### src/rtl/bus_ctrl_pkg.sv
// Shared constants for the common-bus timing-and-control unit:
// top-level states, bus source codes, strobe indices and opcodes.
package bus_ctrl_pkg;

    typedef enum logic [1:0] {
        ST_IDLE = 2'd0,
        ST_RUN  = 2'd1,
        ST_HALT = 2'd2
    } state_e;

    localparam logic [2:0] SEL_NONE = 3'd0;
    localparam logic [2:0] SEL_AR   = 3'd1;
    localparam logic [2:0] SEL_PC   = 3'd2;
    localparam logic [2:0] SEL_DR   = 3'd3;
    localparam logic [2:0] SEL_AC   = 3'd4;
    localparam logic [2:0] SEL_IR   = 3'd5;
    localparam logic [2:0] SEL_TR   = 3'd6;
    localparam logic [2:0] SEL_MEM  = 3'd7;

    localparam int LD_AR = 0;
    localparam int LD_PC = 1;
    localparam int LD_DR = 2;
    localparam int LD_AC = 3;
    localparam int LD_IR = 4;
    localparam int LD_TR = 5;

    // INR and CLR share this indexing
    localparam int R_AR = 0;
    localparam int R_PC = 1;
    localparam int R_DR = 2;
    localparam int R_AC = 3;
    localparam int R_TR = 4;

    localparam logic [2:0] OP_AND = 3'd0;
    localparam logic [2:0] OP_ADD = 3'd1;
    localparam logic [2:0] OP_LDA = 3'd2;
    localparam logic [2:0] OP_STA = 3'd3;
    localparam logic [2:0] OP_BUN = 3'd4;
    localparam logic [2:0] OP_BSA = 3'd5;
    localparam logic [2:0] OP_ISZ = 3'd6;
    localparam logic [2:0] OP_REG = 3'd7;

    localparam int RR_CLA = 11;
    localparam int RR_INC = 5;
    localparam int RR_HLT = 0;

endpackage

### src/rtl/seq_counter.sv
// 4-bit sequence counter with synchronous clear and count enable,
// plus a one-hot decode of the current timing step.
module seq_counter (
    input  logic        clk_i,
    input  logic        rst_ni,
    input  logic        clr_i,
    input  logic        en_i,
    output logic [3:0]  cnt_o,
    output logic [15:0] t_o
);

    logic [3:0] cnt_q;
    logic [3:0] cnt_d;

    always_comb begin
        cnt_d = cnt_q;
        if (clr_i) begin
            cnt_d = 4'd0;
        end else if (en_i) begin
            cnt_d = cnt_q + 4'd1;
        end
    end

    always_ff @(posedge clk_i or negedge rst_ni) begin
        if (!rst_ni) begin
            cnt_q <= 4'd0;
        end else begin
            cnt_q <= cnt_d;
        end
    end

    assign cnt_o = cnt_q;
    assign t_o   = 16'h0001 << cnt_q;

endmodule

### src/rtl/bus_sequencer.sv
// Fetch/decode/execute control for the common-bus datapath:
// one register transfer per clock, decoded from state, SC and opcode.
module bus_sequencer
    import bus_ctrl_pkg::*;
(
    input  logic        clock,
    input  logic        reset_n,
    input  logic        start,
    input  logic [15:0] ir,
    input  logic        dr_zero,
    output logic [2:0]  select,
    output logic [5:0]  LD,
    output logic [4:0]  INR,
    output logic [4:0]  CLR,
    output logic        read,
    output logic        write,
    output logic        enable,
    output logic [3:0]  sc,
    output logic        running,
    output logic        instr_done,
    output logic        illegal
);

    state_e     state_q, state_d;
    logic [2:0] opc_q, opc_d;
    logic       i_q, i_d;
    logic       ill_q, ill_d;
    logic [15:0] t;
    logic       run;
    logic       go;
    logic       halt;
    logic       set_ill;
    logic       sc_clr;
    logic       unused_ok;

    assign run = (state_q == ST_RUN);
    assign go  = !run && start;

    // Out-of-range SC values fall through the decode and get cleared here
    assign sc_clr = !run || instr_done || (sc > 4'd6);

    seq_counter u_sc (
        .clk_i  (clock),
        .rst_ni (reset_n),
        .clr_i  (sc_clr),
        .en_i   (run),
        .cnt_o  (sc),
        .t_o    (t)
    );

    always_comb begin
        select     = SEL_NONE;
        LD         = '0;
        INR        = '0;
        CLR        = '0;
        read       = 1'b0;
        write      = 1'b0;
        instr_done = 1'b0;
        halt       = 1'b0;
        set_ill    = 1'b0;
        if (run) begin
            unique case (1'b1)
                t[0]: begin
                    select    = SEL_PC;
                    LD[LD_AR] = 1'b1;
                end
                t[1]: begin
                    select     = SEL_MEM;
                    read       = 1'b1;
                    LD[LD_IR]  = 1'b1;
                    INR[R_PC]  = 1'b1;
                end
                t[2]: begin
                    select    = SEL_IR;
                    LD[LD_AR] = 1'b1;
                end
                t[3]: begin
                    if (opc_q == OP_REG) begin
                        instr_done = 1'b1;
                        if (!i_q) begin
                            if (ir[RR_CLA]) begin
                                CLR[R_AC] = 1'b1;
                            end else if (ir[RR_INC]) begin
                                INR[R_AC] = 1'b1;
                            end
                            halt = ir[RR_HLT];
                        end
                    end else if (i_q) begin
                        select    = SEL_MEM;
                        read      = 1'b1;
                        LD[LD_AR] = 1'b1;
                    end
                end
                t[4]: begin
                    case (opc_q)
                        OP_LDA, OP_ISZ: begin
                            select    = SEL_MEM;
                            read      = 1'b1;
                            LD[LD_DR] = 1'b1;
                        end
                        OP_STA: begin
                            select     = SEL_AC;
                            write      = 1'b1;
                            instr_done = 1'b1;
                        end
                        OP_BUN: begin
                            select     = SEL_AR;
                            LD[LD_PC]  = 1'b1;
                            instr_done = 1'b1;
                        end
                        OP_BSA: begin
                            select    = SEL_PC;
                            write     = 1'b1;
                            INR[R_AR] = 1'b1;
                        end
                        OP_AND, OP_ADD: begin
                            set_ill    = 1'b1;
                            instr_done = 1'b1;
                        end
                        default: instr_done = 1'b1;
                    endcase
                end
                t[5]: begin
                    case (opc_q)
                        OP_LDA: begin
                            select     = SEL_DR;
                            LD[LD_AC]  = 1'b1;
                            instr_done = 1'b1;
                        end
                        OP_BSA: begin
                            select     = SEL_AR;
                            LD[LD_PC]  = 1'b1;
                            instr_done = 1'b1;
                        end
                        OP_ISZ:  INR[R_DR] = 1'b1;
                        default: instr_done = 1'b1;
                    endcase
                end
                t[6]: begin
                    instr_done = 1'b1;
                    if (opc_q == OP_ISZ) begin
                        select    = SEL_DR;
                        write     = 1'b1;
                        INR[R_PC] = dr_zero;
                    end
                end
                default: ;
            endcase
        end
    end

    assign enable  = (select != SEL_NONE);
    assign running = run;
    assign illegal = ill_q;

    always_comb begin
        state_d = state_q;
        opc_d   = opc_q;
        i_d     = i_q;
        ill_d   = ill_q;
        if (go) begin
            state_d = ST_RUN;
            ill_d   = 1'b0;
        end
        if (run && halt) begin
            state_d = ST_HALT;
        end
        if (run && set_ill) begin
            ill_d = 1'b1;
        end
        if (run && t[2]) begin
            opc_d = ir[14:12];
            i_d   = ir[15];
        end
    end

    always_ff @(posedge clock or negedge reset_n) begin
        if (!reset_n) begin
            state_q <= ST_IDLE;
            opc_q   <= OP_AND;
            i_q     <= 1'b0;
            ill_q   <= 1'b0;
        end else begin
            state_q <= state_d;
            opc_q   <= opc_d;
            i_q     <= i_d;
            ill_q   <= ill_d;
        end
    end

    assign unused_ok = ^{ir[10:6], ir[4:1], t[15:7]};

endmodule

### config.mk
export PLATFORM = sky130hd
export DESIGN_NAME = bus_sequencer
export DESIGN_NICKNAME = d
export VERILOG_FILES = /design/src/rtl/bus_ctrl_pkg.sv /design/src/rtl/seq_counter.sv /design/src/rtl/bus_sequencer.sv
export SDC_FILE = /design/constraint.sdc
export NUM_CORES = 1
export LEC_CHECK = 0
export ABC_AREA = 1
export ABC_CLOCK_PERIOD_IN_PS = 1800
export CAP_MARGIN = 25
export CORE_ASPECT_RATIO = 1.2
export CORE_MARGIN = 10
export CORE_UTILIZATION = 37
export DETAILED_ROUTE_END_ITERATION = 12
export GPL_TIMING_DRIVEN = 0
export PLACE_DENSITY = 0.75
export SLEW_MARGIN = 20
export SYNTH_ARGS = -nofsm -noshare
export SYNTH_HDL_FRONTEND = slang
export SYNTH_HIERARCHICAL = 1
export SYNTH_SLANG_ARGS = --single-unit
export TNS_END_PERCENT = 1
### constraint.sdc
create_clock -name clock -period 1.8 [get_ports clock]
set_input_delay 0.45 -clock clock [delete_from_list [all_inputs] [get_ports clock]]
set_output_delay 0.45 -clock clock [all_outputs]
set_load 0.01 [all_outputs]
### Word-level counts from Yosys, hierarchy flattened

Index checks and enable logic that the tools add are counted.

| operators by class | value |
|---|---|
| reduce and logical (&&, ||, !) cells | 17 |
| muxes and demuxes | 58 |
| order comparisons | 1 |
| eq/ne operators | 8 |
| add/subtract/negate cells | 1 |
| shifts and indexed selects | 1 |

Operators with widths:

| operator | number |
|---|---|
| 2-to-1 mux 1 bit | 39 |
| case mux 3 bit (7 select lines) | 1 |
| == test 3 bit, second input constant | 4 |
| 2-to-1 mux 4 bit | 3 |
| case mux 3 bit (4 select lines) | 1 |
| 2-to-1 mux 3 bit | 3 |
| case mux 1 bit (2 select lines) | 4 |
| OR reduction 2 bit | 4 |
| left shift 1 x 4 -> 7 bit, first input constant | 1 |
| == test 3 x 2 -> 1 bit, second input constant | 2 |
| 2-to-1 mux 2 bit | 3 |
| nonzero test 2 bit | 3 |
| 2-to-1 mux 5 bit | 1 |
| adder 4 x 1 -> 4 bit, second input constant | 1 |
| greater-than comparator 4 x 3 -> 1 bit, second input constant | 1 |
| logical AND 1 bit | 4 |
| case mux 1 bit (4 select lines) | 1 |
| case mux 2 bit (2 select lines) | 1 |
| == test 3 x 1 -> 1 bit, second input constant | 1 |
| logical NOT 3 bit | 1 |
| case mux 1 bit (3 select lines) | 1 |
| nonzero test 3 bit | 1 |
| OR reduction 3 bit | 1 |
| == test 2 x 1 -> 1 bit, second input constant | 1 |
| 2 further kinds | 3 |

| storage, ports and cells | value |
|---|---|
| output and inout bits | 29 |
| register bits | 11 |
| input bits | 20 |
| logic and storage cells | 91 |

### Depth between registers and ports, before layout

| depth | value |
|---|---|
| depth in word-level cells | 8 |
| depth in mapped cells | 13 |
| depth with buffers taken out | 12 |

### Cells and area by module

Netlist, hierarchy kept.

Modules (own cells, without submodules):

| module | cells an instance | area an instance (um^2) | instances | sequential area each (um^2) |
|---|---|---|---|---|
| bus_sequencer | 112 | 698.2 | 1 | 175.2 |
| seq_counter | 54 | 377.9 | 1 | 100.1 |

### Least setup slack after synthesis

OpenSTA, ideal clock, no wires.

| timing path | value |
|---|---|
| path kind | register -> output |
| from | register u_sc.cnt_q[1] (netlist: u_sc/cnt_o[1]) |
| to | output select[1] |
| buffers on the path | 0 |
| arrival | 1552 ps |
| data required time | 1350 ps |
| cell stages (with the launch flop) | 11 |
| path slack | -202 ps |
| cells stage by stage | dfrtp_1 inv_1 ha_1 inv_1 nor3_1 inv_1 nor3_1 nor2_1 nand2_1 nand2_2 inv_1 |

| between the ends | value |
|---|---|
| cells in the longest elaborated chain, start to end | 3 |

Ends and longest elaborated chain:

| item | RTL line | RTL |
|---|---|---|
| start, declared | seq_counter.sv:12 | `logic [3:0] cnt_q;` |
| start signal, assigned | seq_counter.sv:28 | `cnt_q <= cnt_d;` |
| left shift 1 x 4 -> 7 bit | seq_counter.sv:33 | `assign t_o = 16'h0001 << cnt_q;` |
| net t[5] | bus_sequencer.sv:28 | `logic [15:0] t;` |
| case mux 3 bit (7 select lines) | bus_sequencer.sv:62 | `unique case (1'b1)` |
| 2-to-1 mux 3 bit | bus_sequencer.sv:61 | `if (run) begin` |
| end, declared | bus_sequencer.sv:11 | `output logic [2:0] select,` |

The timed path passes the listed nets, and every way through them passes these cells.

### Worst setup path after layout

| timing path | value |
|---|---|
| from | register u_sc.cnt_q[1] (netlist: u_sc/cnt_o[1]) |
| to | output instr_done |

| between the ends | value |
|---|---|
| cells in the longest elaborated chain, start to end | 3 |

Ends and longest elaborated chain:

| item | RTL line | RTL |
|---|---|---|
| left shift 1 x 4 -> 7 bit | seq_counter.sv:33 |  |
| net t[5] | bus_sequencer.sv:28 |  |
| case mux 1 bit (4 select lines) | bus_sequencer.sv:62 |  |
| 2-to-1 mux 1 bit | bus_sequencer.sv:61 |  |
| end, declared | bus_sequencer.sv:20 | `output logic instr_done,` |

The timed path passes the listed nets, and every way through them passes these cells.

==> results.yml <==
pwr:
  swShare: 0.496
  leakagePower_nw: 0.927
  p_int_mw: 1.60
  combinationalPowerShare: 0.794
  power_switching_mw: 1.58
  ir_drop_mv: 1.13
  power_density_mw_per_mm2: 1810
  power_frac_clock: 0.056
  p_seq_frac: 0.150
worst_setup_path:
  path_delay_family: "buffers and inverters"
  r2r_start: "u_sc/cnt_o[1]"
  cp.arrival_ns: 2.01
  critPathKind: "reg -> out"
  start_kind: "register"
  end_kind: "output port"
  worstPathRequired_ns: 1.35
  r2r_cells: 13
  max_stage_delay_ns: 0.49
  rrSetupSlack_ns: -0.25
  r2r_end: "u_sc/cnt_o[0]"
  crit_path_cell_trace: "inv_4 -> ha_4 -> inv_4 -> nor3_4 -> buf_4 -> buf_6 -> nand2_1 -> nand2_1 -> nor3_2 -> nor2_1 -> buf_2"
  crit_fanout: 6
  cp_slowest_cell: "dfrtp_2"
  critPathBufInv: 5
detailed_routing:
  via_per_inst: 4.84
  vias: 1224
  wl_per_cell_microns: 14.5
  drc: 0
  first_pass_iters: 4
  routed_wirelength_mm: 3.68
  antenna_left: 0
  drt_iter0_drc: 51
die:
  dieArea_sq_mm: 0.00522
  die_h_microns: 77.2
  std_cell_rows: 20
  die_w_microns: 67.6
  start_util: 0.391
  ios: 49
  coreArea_sq_mm: 0.00258
timing:
  worst_slack_ns: -0.660
  skew_ns: 0.00129
  timing_hold_violations_final: 0
  fin_crit_ns: 2.46
  fmax_mhz: 406
  slew_violations: 0
  finalCritPeriodShare: 1.37
  worstMarginPinSlew_ns: 0.537
  slew_headroom: 0.641
  tns_ns: -9.24
  finalSetupViolations: 21
  rsz0062_at_grt: "true"
run:
  maxCapViolCount: 0
placement:
  place.gp.congestion: 0.906
  port_buffers: 33
  dpl_worst_slack_ns: -0.718
  place_inst: 223
  placed_cell_area_sq_mm: 0.00143
  dp_hpwl_mm: 2.27
hold_path:
  hold_end: "state_q[0]"
  min_path_cells: 1
  hold_path.startpoint: "state_q[0]"
  hold_path.class: "reg -> reg"
logic_synthesis:
  yosys_warnings: 6
  syn_avg_cell_area_sq_um: 6.63
  synth_cells: 152
  syn_area_sq_mm: 0.00101
grt:
  grt_pass1_wl_mm: 5.22
  grt_overflow_total: 0
  grt_pass1_vias: 1163
  grt_antenna_before_repair: 0
  grt_max_degree: 15
  grt.total_usage: 0.123
clocking:
  cts.sinks: 11
  cts_root_buf: "clkbuf_4"
  cts_hold_buf: 0
  clk_pin_slew_ns: 0.07
  htree_levels: 1
  ctsLongestPathBuffers: 2
  clk_latency_ns: 0.28
  cts_inserted_buffers: 3
  cts_tree: "built"
outcome:
  violations: "negative setup slack"
  outcome: "finished, violations left"
final_layout:
  fill_cells: 204
  num_antenna_cells: 0
  syn2layout_area_growth_pct: 74.3
  nets: 246
  finalNonFillerCells: 253
  fin_area_sq_mm: 0.00176
  drive_above_1_share: 0.491
[sequential cells by signal, indices dropped and copies added, names as in the netlist]
name and count:
i_q 1, illegal 1, opc_q 3, state_q 2, u_sc/cnt_o 4
[worst reg2reg max path, stage by stage (launching register included)]
cell	delay, ns
dfrtp_2	0.49
inv_4	0.08
ha_4	0.17
inv_4	0.06
nor3_4	0.04
buf_4	0.16
buf_6	0.11
nand2_1	0.05
nand2_1	0.08
nor3_2	0.26
nand3_1	0.19
inv_1	0.11
nand2_1	0.06
a21oi_1	0.12
[layout by cell type (no fill, tap or decap), drive strengths merged, types with 6 or more instances in the layout]
cell and n:
a21oi 7, nand2 31, buf 52, dfrtp 11, conb 6, nor3 9, nor2 29, clkdlybuf4s50 13
inv 29
[layout make-up]
class	instances	area (sq um)	share of cell area
tap	33	41.3	0.0235
timing repair buffer	59	492	0.280
multi-input combinational	106	703	0.401
sequential	11	278	0.158
clock buffer	4	26.3	0.0150
inverter	29	124	0.0706
buffer	11	91.3	0.0520
[through the flow]
| step | hold WS [ns] | power, mW | utilization |
|---|---|---|---|
| after floorplan | 0.154 | 1.62 | - |
| after global placement | 0.474 | 2.33 | 0.556 |
| after detailed placement | 0.491 | 2.38 | 0.556 |
| after CTS | 0.507 | 2.77 | 0.622 |
| after global routing | 0.538 | 3.42 | 0.681 |
| final | 0.502 | 3.18 | 0.681 |
[power groups by stage]
stage | combinational, mW | sequential (mW) | clock [mW]
after floorplan | 1.15 | 0.470 | 0
after global placement | 1.87 | 0.458 | 0
after detailed placement | 1.92 | 0.463 | 0
after CTS | 2.12 | 0.469 | 0.181
after global routing | 2.74 | 0.490 | 0.188
final | 2.53 | 0.476 | 0.178
[routing by layer]
layer  vias to the layer above  wire length (microns)  track usage
met1                       567                   1340        0.123
li1                        602                      -            -
met2                        44                   1900        0.218
met5                         -                      0            0
met4                         0                    107       0.0514
met3                        11                    324       0.0407
[how the worst max path moves through the flow]
stage	start	end	slack (ns)	cells past startpoint
finish	u_sc/cnt_o[1]	instr_done	-0.66	11
detailed placement	u_sc/cnt_o[0]	enable	-0.72	11
global placement	u_sc/cnt_o[0]	enable	-0.68	11
floorplan	u_sc/cnt_o[0]	enable	-0.05	12
global route	u_sc/cnt_o[1]	instr_done	-0.77	11
CTS	u_sc/cnt_o[1]	enable	-0.55	11
[timing repair]
item	CTS	global route
setup buffers	16	12
gates resized for setup	101	15
endpoints found under the setup margin	22	23
pin swaps	18	13
Note: power is estimated with default switching activity, not from simulation.
==> edit 1: new RTL, same settings <==
Add an input register stage for `start`, `ir` and `dr_zero`; this delays them by one clock.
--- a/src/rtl/bus_sequencer.sv
+++ b/src/rtl/bus_sequencer.sv
@@ -21,6 +21,16 @@
     output logic        illegal
 );
 
+    logic start_q;
+    logic [15:0] ir_q;
+    logic dr_zero_q;
+
+    always_ff @(posedge clock) begin
+        start_q   <= start;
+        ir_q      <= ir;
+        dr_zero_q <= dr_zero;
+    end
+
     state_e     state_q, state_d;
     logic [2:0] opc_q, opc_d;
     logic       i_q, i_d;
@@ -34,7 +44,7 @@
     logic       unused_ok;
 
     assign run = (state_q == ST_RUN);
-    assign go  = !run && start;
+    assign go  = !run && start_q;
 
     // Out-of-range SC values fall through the decode and get cleared here
     assign sc_clr = !run || instr_done || (sc > 4'd6);
@@ -78,12 +88,12 @@
                     if (opc_q == OP_REG) begin
                         instr_done = 1'b1;
                         if (!i_q) begin
-                            if (ir[RR_CLA]) begin
+                            if (ir_q[RR_CLA]) begin
                                 CLR[R_AC] = 1'b1;
-                            end else if (ir[RR_INC]) begin
+                            end else if (ir_q[RR_INC]) begin
                                 INR[R_AC] = 1'b1;
                             end
-                            halt = ir[RR_HLT];
+                            halt = ir_q[RR_HLT];
                         end
                     end else if (i_q) begin
                         select    = SEL_MEM;
@@ -141,7 +151,7 @@
                     if (opc_q == OP_ISZ) begin
                         select    = SEL_DR;
                         write     = 1'b1;
-                        INR[R_PC] = dr_zero;
+                        INR[R_PC] = dr_zero_q;
                     end
                 end
                 default: ;
@@ -169,8 +179,8 @@
             ill_d = 1'b1;
         end
         if (run && t[2]) begin
-            opc_d = ir[14:12];
-            i_d   = ir[15];
+            opc_d = ir_q[14:12];
+            i_d   = ir_q[15];
         end
     end
 
@@ -188,7 +198,7 @@
         end
     end
 
-    assign unused_ok = ^{ir[10:6], ir[4:1], t[15:7]};
+    assign unused_ok = ^{ir_q[10:6], ir_q[4:1], t[15:7]};
 
 endmodule
 
Behaviour: not the same (a bounded check fails within 4 cycles, from zero or initial values and one cycle with reset_n low).
==> edit 1 against the original RTL <==
  * The flow still finishes with violations (negative setup slack)
  * Global-route usage shrank 1.5 points
  * Register-to-register slack got worse by 110 ps
  * Wire length is 11% lower
  * Total power shrank 2.5%
  * Cell area increased by 7.3%
  * Sequential cell count grew 9
  * Worst setup slack gained 83 ps
  * Sequential power is 50% higher
  * Area after synthesis is 16% higher
==> edit 1: results (changes against the original RTL) <==
metric	value	unit	change
Rel. slew slack	0.6450		+0.003797
nets	247		+0.41%
dpl ws	-777.4	ps	-59.33 ps
final setup TNS	-7779	ps	+1461 ps
Non-clock buffering overhead	0.2638		-0.06836
Clk pin slew, worst setup/hold paths	110	ps	+40 ps
Non-CTS buffers	61		-13%
clock skew	3.226	ps	+1.934 ps
multi-input gates	107		+0.94%
Layout clock area frac	0.02525		+0.01028
fill count	249		+22%
worst r2r src	u_sc/cnt_o[0]$_DFFE_PN0P_		
max FFs per register	7		+3
vias in the first global route	1131		-2.8%
Leakage	0.9920	nW	+7.1%
Inverters	29		unchanged
Starting DRT DRC Count	38		-25%
postcts setup bufs	15		-1
Worst EP arrival	1930	ps	-80 ps
non-filler cells, final	257		+1.6%
# placed instances	234		+4.9%
Initial Util	0.3812		-0.009532
fraction of layout cells with a size suffix above 1	0.4661		-0.02485
VDD IR max	1003	uV	-11%
Worst Hold Class	input pin to asynchronous set/reset pin		
Combinational Power	2.08	mW	-18%
sequential cell power	715	uW	+50%
WL per Instance	12.72	um	-12%
Sw Ratio	0.4660		-0.02975
GRT Resource Usage Total	0.1075		-0.01510
sequential cell area share	0.2432		+0.08496
final worst slack	-577.6	ps	+82.68 ps
Setup-failing EPs final	18		-14%
Mapped Avg Cell Area	7.280	um2	+9.9%
Clock Latency Late Sink	300	ps	+20 ps
cell family with most CP delay	simple AND/OR/NAND/NOR gates		
Multi-input gate area	715.7	um2	+1.8%
hpwl dp	2181	um	-3.7%
post_cts resized	93		-7.9%
first-pass GRT wire length	5202	um	-0.27%
failing checks	negative setup slack		
status	finished, violations left		
Sink Count	20		+9
CP Max Fanout	5		-1
total number of vias	1187		-3.0%
GP Congestion	0.8244		-9.0%
## edit 1: path summary, 6_finish.rpt
check	to	slack [ps]	depth (start not counted)
worst max-delay path	enable	-580	10
worst min-delay path	i_q$_DFFE_PN0P_	480	1
worst max register to register	illegal$_DFFE_PN0P_	-360	16
worst min register to register	opc_q[0]$_DFFE_PN0P_	480	2
max in group asynchronous	u_sc/cnt_o[1]$_DFFE_PN0P_	940	1
min in group clock	opc_q[0]$_DFFE_PN0P_	480	2
## edit 1: per-layer routing
layer / vias to the layer above / GRT usage / share of wire
met5: - / 0 / 0
met4: 0 / 0.05233 / 0.024
met3: 7 / 0.02292 / 0.064
met2: 38 / 0.1926 / 0.50
met1: 532 / 0.1178 / 0.41
li1: 610 / - / -
## edit 1: per-stage QoR
stage	power [mW]	cell area [um2]
3_5_place_dp	2.478	1595
6_report	3.100	1883
5_1_grt	3.373	1883
4_1_cts	2.889	1785
3_3_place_gp	2.458	1595
2_1_floorplan	1.760	1220
==> edit 2: new RTL, same flow settings <==
Made on the original files. Make the reset (`reset_n` and `rst_ni`) synchronous in 2 clocked blocks.
--- a/src/rtl/seq_counter.sv
+++ b/src/rtl/seq_counter.sv
@@ -21,7 +21,7 @@
         end
     end
 
-    always_ff @(posedge clk_i or negedge rst_ni) begin
+    always_ff @(posedge clk_i) begin
         if (!rst_ni) begin
             cnt_q <= 4'd0;
         end else begin
--- a/src/rtl/bus_sequencer.sv
+++ b/src/rtl/bus_sequencer.sv
@@ -174,7 +174,7 @@
         end
     end
 
-    always_ff @(posedge clock or negedge reset_n) begin
+    always_ff @(posedge clock) begin
         if (!reset_n) begin
             state_q <= ST_IDLE;
             opc_q   <= OP_AND;
Check against the original RTL: differs if reset_n is asserted again (counterexample within 4 cycles, from zero or initial values and one cycle with reset_n low); with reset_n held inactive, the same outputs for 10 cycles.
==> edit 2 against the original RTL <==
  * The run still ends with negative setup slack left
  * First-iteration DRC count decreased by 14%
  * Synthesized cell count up 3.3%
  * Area after synthesis shrank 6.7%
  * Cell area is 8.1% lower
  * Wire length is 13% lower
  * Utilization is 0.47 points higher
  * Worst setup slack improved by 180 ps
  * Sequential cell count stayed put
  * Largest cell class unchanged
Power is left out: it rests on default switching activity, and per cell area and clock period it moved more than threefold.
==> edit 2: results (changes against the original RTL) <==
metric	value	unit	change
failing checks	negative setup slack		
flip-flop and latch count	11		unchanged
WL per Instance	12.85	um	-12%
R2R depth	14		+1
final worst slack	-481.5	ps	+178.8 ps
Post-Syn Instances	157		+3.3%
Non-clock buffering overhead	0.3054		-0.02672
hpwl dp	2209	um	-2.5%
Layout clock area frac	0.01628		+0.001311
GRT Resource Usage Total	0.1272		+0.004593
post_cts resized	105		+4.0%
hold_sp	illegal$_SDFFE_PN0P_		
sequential cell area share	0.1426		-0.01560
fraction of layout cells with a size suffix above 1	0.4378		-0.05312
register area	230.2	um2	-17%
Worst Hold Slack	484.2	ps	-17.55 ps
WL met3	328	um	+1.2%
vias per cell	4.823		-0.32%
Clock Latency Late Sink	270	ps	
Hold Crit Endpoint	illegal$_SDFFE_PN0P_		
GR Util met3	0.05490		+0.01420
Non-CTS buffers	60		-14%
first-pass GRT wire length	5085	um	-2.5%
postcts setup bufs	17		+1
clock skew	2.627	ps	+1.335 ps
fraction of area in multi-input gates	0.4372		+0.03664
tap cell count	31		-6.1%
dpl cell area	1353	um2	-5.7%
DRT met1 WL	1191	um	-11%
M1 GR Usage	0.1151		-0.008183
dpl ws	-802.0	ps	-83.94 ps
GP Congestion	0.8877		-2.1%
Setup-failing EPs final	21		unchanged
Worst Hold Depth	2		+1
fill count	182		-11%
worst r2r src	u_sc/cnt_o[0]$_SDFFE_PP0P_		
CP Max Fanout	4		-2
met2 wire length	1589	um	-16%
R2R setup slack	-130	ps	+120 ps
reg2reg end	u_sc/cnt_o[2]$_SDFFE_PP0P_		
Worst EP arrival	1830	ps	-180 ps
vias in the first global route	1154		-0.77%
grt met2 use	0.2280		+0.01044
Starting DRT DRC Count	44		-14%
# placed instances	226		+1.3%
status	finished, violations left		
multi-input gates	114		+7.5%
non-filler cells, final	248		-2.0%
Inverters	28		-3.4%
==> edit 2: cell count changes in the layout (fill, tap and decap cells not counted), sizes merged, moves of 4 or more <==
cell | unedited run | this run
buf | 52 | 41
nand3 | 5 | 9
nor2 | 29 | 24
a21oi | 7 | 12
dfrtp | 11 | 0
dfxtp | 0 | 11
o21ai | 2 | 10
==> edit 2: critical path, cell delays in order, from the launching register on <==
cell	delay [ps]
dfxtp_4	370
inv_4	70
ha_4	140
inv_4	40
nor3_4	130
nand4_1	130
buf_4	180
buf_6	110
nand2_2	50
inv_2	30
nand3_2	60
nand2_2	50
nand3_2	80
buf_6	100
==> edit 2: worst max-delay path by stage <==
| stage | to | cells after the start |
|---|---|---|
| 3_3_place_gp | enable | 13 |
| 3_5_place_dp | enable | 13 |
| 4_1_cts | enable | 13 |
| 5_1_grt | enable | 13 |
| 6_report | enable | 13 |
| 2_1_floorplan | enable | 9 |
